--- src/rtl/booth_final_adder_if.sv ---
// Handshake bundle between the Booth compressor, the final adder and the product consumer.
// Optional flag signals exist only when BOOTH_FA_FLAGS_EN is defined.
interface booth_final_adder_if;
  logic        in_valid;
  logic        in_ready;
  logic [15:0] pp_sum;
  logic [13:0] pp_carry;
  logic        out_valid;
  logic        out_ready;
  logic [15:0] product;
`ifdef BOOTH_FA_FLAGS_EN
  logic        product_zero;
  logic        product_neg;

  modport master (
    output in_valid, pp_sum, pp_carry, out_ready,
    input  in_ready, out_valid, product, product_zero, product_neg
  );
  modport slave (
    input  in_valid, pp_sum, pp_carry, out_ready,
    output in_ready, out_valid, product, product_zero, product_neg
  );
`else
  modport master (
    output in_valid, pp_sum, pp_carry, out_ready,
    input  in_ready, out_valid, product
  );
  modport slave (
    input  in_valid, pp_sum, pp_carry, out_ready,
    output in_ready, out_valid, product
  );
`endif
endinterface

--- src/rtl/booth_final_adder.sv ---
// Two-stage carry-propagate adder resolving the Booth compressor sum/carry pair into the product.
// Define BOOTH_FA_FLAGS_EN to add registered product_zero / product_neg outputs.
module booth_final_adder (
  input  logic               clk,
  input  logic               rst,
  booth_final_adder_if.slave bus
);

  logic        r_s1_valid;
  logic        r_s2_valid;
  logic [8:0]  r_lo;
  logic [7:0]  r_a_hi;
  logic [7:0]  r_b_hi;
  logic [15:0] r_product;

  logic [15:0] w_op_b;
  logic        w_s2_adv;
  logic        w_accept;
  logic [8:0]  w_lo_next;
  logic [7:0]  w_hi_next;
  logic [15:0] w_prod_next;

  assign w_op_b      = {bus.pp_carry, 2'b00};
  assign w_s2_adv    = r_s1_valid && (!r_s2_valid || bus.out_ready);
  assign bus.in_ready = !r_s1_valid || w_s2_adv;
  assign w_accept    = bus.in_valid && bus.in_ready;

  // Low byte resolves in S1; its carry-out feeds the high-byte add in S2.
  assign w_lo_next   = {1'b0, bus.pp_sum[7:0]} + {1'b0, w_op_b[7:0]};
  assign w_hi_next   = r_a_hi + r_b_hi + {7'd0, r_lo[8]};
  assign w_prod_next = {w_hi_next, r_lo[7:0]};

  always_ff @(posedge clk) begin
    if (rst) begin
      r_s1_valid <= 1'b0;
      r_lo       <= 9'd0;
      r_a_hi     <= 8'd0;
      r_b_hi     <= 8'd0;
    end else begin
      if (w_accept) begin
        r_s1_valid <= 1'b1;
        r_lo       <= w_lo_next;
        r_a_hi     <= bus.pp_sum[15:8];
        r_b_hi     <= w_op_b[15:8];
      end else if (w_s2_adv) begin
        r_s1_valid <= 1'b0;
      end
    end
  end

  always_ff @(posedge clk) begin
    if (rst) begin
      r_s2_valid <= 1'b0;
      r_product  <= 16'h0000;
    end else begin
      if (w_s2_adv) begin
        r_s2_valid <= 1'b1;
        r_product  <= w_prod_next;
      end else if (bus.out_ready) begin
        r_s2_valid <= 1'b0;
      end
    end
  end

  assign bus.out_valid = r_s2_valid;
  assign bus.product   = r_product;

`ifdef BOOTH_FA_FLAGS_EN
  logic r_zero;
  logic r_neg;

  always_ff @(posedge clk) begin
    if (rst) begin
      r_zero <= 1'b1;
      r_neg  <= 1'b0;
    end else if (w_s2_adv) begin
      r_zero <= (w_prod_next == 16'h0000);
      r_neg  <= w_prod_next[15];
    end
  end

  assign bus.product_zero = r_zero;
  assign bus.product_neg  = r_neg;
`endif

endmodule

--- src/flat_wrapper.sv ---
// flat-port wrapper written by rule: the top's interface ports become plain ports
module booth_final_adder_flat 
  (clk, rst, bus_in_valid, bus_pp_sum, bus_pp_carry, bus_out_ready, bus_in_ready, bus_out_valid, bus_product);
  booth_final_adder_if bus_i ();
  input  logic clk;
  input  logic rst;
  input wire logic [$bits(bus_i.in_valid)-1:0] bus_in_valid;
  input wire logic [$bits(bus_i.pp_sum)-1:0] bus_pp_sum;
  input wire logic [$bits(bus_i.pp_carry)-1:0] bus_pp_carry;
  input wire logic [$bits(bus_i.out_ready)-1:0] bus_out_ready;
  output wire logic [$bits(bus_i.in_ready)-1:0] bus_in_ready;
  output wire logic [$bits(bus_i.out_valid)-1:0] bus_out_valid;
  output wire logic [$bits(bus_i.product)-1:0] bus_product;
  assign bus_i.in_valid = bus_in_valid;
  assign bus_i.pp_sum = bus_pp_sum;
  assign bus_i.pp_carry = bus_pp_carry;
  assign bus_i.out_ready = bus_out_ready;
  assign bus_in_ready = bus_i.in_ready;
  assign bus_out_valid = bus_i.out_valid;
  assign bus_product = bus_i.product;
  booth_final_adder u_core (.clk(clk), .rst(rst), .bus(bus_i));
endmodule
--- config.mk ---
export PLATFORM = sky130hd
export DESIGN_NAME = booth_final_adder_flat
export DESIGN_NICKNAME = d
export VERILOG_FILES = /design/src/rtl/booth_final_adder_if.sv /design/src/rtl/booth_final_adder.sv /design/src/flat_wrapper.sv
export SDC_FILE = /design/constraint.sdc
export NUM_CORES = 1
export LEC_CHECK = 0
export ABC_AREA = 1
export CORE_MARGIN = 2
export CORE_UTILIZATION = 44
export CTS_CLUSTER_SIZE = 8
export DETAILED_ROUTE_END_ITERATION = 8
export PLACE_DENSITY = 0.75
export SYNTH_ARGS = -nofsm -noshare
export SYNTH_HDL_FRONTEND = slang
export SYNTH_SLANG_ARGS = --single-unit
--- constraint.sdc ---
create_clock -name clk -period 1.65 [get_ports clk]
set_input_delay 0.165 -clock clk [delete_from_list [all_inputs] [get_ports clk]]
set_output_delay 0.165 -clock clk [all_outputs]
set_load 0.03 [all_outputs]
==> results of run 1 <==
==> flip-flops by register name, indices dropped and copies added (netlist names) <==
| name | cells |
|---|---|
| u_core.r_a_hi | 8 |
| u_core.r_lo | 9 |
| u_core.bus.out_valid | 1 |
| u_core.r_b_hi | 8 |
| u_core.bus.product | 16 |
| u_core.r_s1_valid | 1 |
==> layout make-up <==
type | instances | area [um2] | share of cell area [%]
multi-input combinational | 203 | 1100 | 39.0
inverter | 27 | 111 | 3.93
tap | 67 | 83.8 | 2.96
timing repair buffer | 59 | 568 | 20.1
sequential | 43 | 865 | 30.5
clock buffer | 8 | 100 | 3.54
==> synthesized netlist by cell type, types with 3 or more instances <==
| master | instances |
|---|---|
| a21oi_1 | 16 |
| buf_4 | 3 |
| buf_6 | 4 |
| dfxtp_1 | 43 |
| fa_1 | 3 |
| ha_1 | 12 |
| inv_1 | 24 |
| nand2_1 | 35 |
| nand3_1 | 15 |
| nand3b_1 | 5 |
| nor2_1 | 68 |
| o21ai_0 | 31 |
| or2_1 | 3 |
==> cells by family after synthesis <==
group / count (synthesis) / synth area share [%]
simple gates: 133 / 27.4
flops: 43 / 40.0
compound gates: 52 / 12.5
fa+ha+maj: 15 / 9.76
xor+xnor: 3 / 1.22
buf+inv: 38 / 9.17
==> per-stage QoR <==
stage	utilization [%]	instances	hold slack [ns]	TNS, ns	power, mW
2_1_floorplan	-	284	0.328	0	1.55
3_3_place_gp	57.6	399	0.460	-0.187	1.75
3_5_place_dp	57.6	399	0.478	-0.282	1.76
4_1_cts	59.7	407	0.489	0	2.47
5_1_grt	59.9	407	0.513	-0.0878	2.60
6_report	59.9	407	0.491	0	2.46
==> worst min path at each step <==
| stage | from | to | slack, ns |
|---|---|---|---|
| 6_report | bus_pp_sum[13] | u_core.r_a_hi[5] | 0.49 |
| 5_1_grt | u_core.r_a_hi[2] | u_core.r_a_hi[2] | 0.51 |
| 4_1_cts | bus_pp_sum[13] | u_core.r_a_hi[5] | 0.49 |
| 3_5_place_dp | u_core.r_a_hi[3] | u_core.r_a_hi[3] | 0.48 |
| 3_3_place_gp | u_core.r_lo[1] | u_core.r_lo[1] | 0.46 |
| 2_1_floorplan | bus_pp_sum[15] | u_core.r_a_hi[7] | 0.33 |
==> power groups by stage <==
stage	clock [mW]	combinational (mW)	sequential [mW]
6_report	0.723	0.576	1.16
2_1_floorplan	0	0.314	1.24
4_1_cts	0.734	0.579	1.16
3_3_place_gp	0	0.564	1.18
3_5_place_dp	0	0.574	1.18
5_1_grt	0.782	0.650	1.17
==> routing by layer <==
layer / vias up / global-route usage (%) / share of wire, %
met3: 8 / 4.07 / 4.4
met2: 51 / 27.4 / 43
met5: - / 0 / 0
met1: 840 / 23.4 / 50
met4: 0 / 7.47 / 2.0
li1: 1022 / - / -
==> placed cells by master (no fill, tap or decap), types with 3 or more instances in the layout <==
| cell type | n |
|---|---|
| dfxtp_1 | 40 |
| clkdlybuf4s50_1 | 50 |
| buf_4 | 9 |
| o21ai_0 | 31 |
| dfxtp_2 | 3 |
| clkbuf_8 | 7 |
| nor2_1 | 68 |
| ha_1 | 12 |
| inv_1 | 23 |
| nand3_1 | 15 |
| nand2_1 | 35 |
| or2_1 | 3 |
| fa_2 | 3 |
| a21oi_1 | 16 |
| nand3b_1 | 5 |
==> worst max-delay path, cell delays in order, from the launching register on <==
cell	delay, ns
dfxtp_2	0.35
fa_2	0.22
inv_2	0.04
fa_2	0.35
inv_1	0.06
nand2_1	0.04
nand2_1	0.07
nand2_1	0.06
or2_1	0.20
nand3_1	0.07
nand2_1	0.05
inv_1	0.04
==> repair_timing <==
action / 4_1_cts / 5_1_grt
setup endpoints to repair: 1 / 3
pin swaps: 0 / 2
gates resized for setup: 1 / 6
hold endpoints to repair: 0 / 0
==> results.cfg, run 1 <==
[floorplan]
core-area_um2 = 4720
fp.dieArea_um2 = 5470
start_util_pct = 45.6
die_y_um = 74.0
io_pins = 52
fp.dieW_um = 74.0
rows = 25

[timing]
tightest_slew_ns = 0.310
slew_headroom_pct = 79.3
finalSetupViolCount = 0
min_period_ns = 1.57
final.period_utilization_pct = 95.3
rsz0062_at_grt = true
fmax_ghz = 0.636
fin_skew_ns = 0.00686
slew_viol_final = 0
setup_ws_ns = 0.0775
hold_violations = 0

[worst_setup_path]
critPathRequiredTime_ns = 1.90
r2r_end = u_core.bus.product[12]
critPathKind = reg2reg
rrSetupSlack_ns = 0.08
path_max_fanout = 2
r2r-start = u_core.r_lo[8]
cp-start-kind = register
crit_end = u_core.bus.product[12]
cp.arrival_ns = 1.82
crit_path_start = u_core.r_lo[8]
crit_path_end_kind = register
worst-r2r-cell-count = 11

[pwr]
p_int_mw = 1.77
p_leak_nw = 1.28
netSwitchingFraction_pct = 28.0
switching_power_uw = 688
combPwrFrac_pct = 23.4
power-per-cell-area_nw_per_um2 = 868
ir_drop_uv = 469
power_frac_seq_pct = 47.2
clkPwrFrac_pct = 29.4

[clock_tree]
clk_root_buffer_cell = clkbuf_8
cts_tree = yes
cts_setup_buffers = 0
cts_max_level = 2
cts_buffers = 5
clk_pin_slew_worst_paths_ns = 0.08
insertion_delay_ns = 0.29
holdBufCountCts = 0
numClockSinks = 43
cts_max_path_buffers = 2

[grt]
antenna_found_initial = 0
grt_max_degree = 36
grt_usage_pct = 17.5
grt_pass1_vias = 1712
grt-ovfl-total = 0
grt_pass1_wl_um = 7400

[status]
outcome = completed

[layout]
drive_gt1_share_pct = 9.41
antennaDiodeCount = 0
stdcell_area_um2 = 2830
fill_cells = 445
area_growth_pct = 31.4
nets = 388

[logic_synthesis]
synth_edf_count = 0
ys_ff_latch = 43
synth_top_cell_by_area = dfxtp_1
avgSynthCellArea_um2 = 7.59
async_flop_share_pct = 0
synthCells = 284
synth_warnings = 0
synthFlopType = dfxtp_1
synth_top_area_share_pct = 40.0
synth-seq-area-share_pct = 40.0
synthTopCellsByArea = dfxtp_1, nor2_1, o21ai_0
yosysUniqueCellTypes = 30
synth_fp_nets = 333
netlist_area_um2 = 2150

[routing]
drt_drc_violations_left = 0
vias = 1921
drtAntennaViolNets = 0
wl_um = 4240
first_iter_violations = 65
vias_per_cell = 4.72
drtPass1Iterations = 4
wl_per_cell_um = 10.4

[placed_design]
placed_area_um2 = 2720
hpwl_um = 3130
preCtsSetupSlack_ns = -0.134
gp_congestion = 0.849
port_buffers = 51

[job]
drv_cap = 0

[worst_hold_path]
hp-class = in2reg
holdPathStages = 3
Note: power is estimated with default switching activity, not from simulation.
==> inputs of run 2 (changes only) <==
Settings changed: SLEW_MARGIN set to 10.
==> results of run 2 <==
Same layout as run 1: the final DEF is identical, and so are final timing and power.
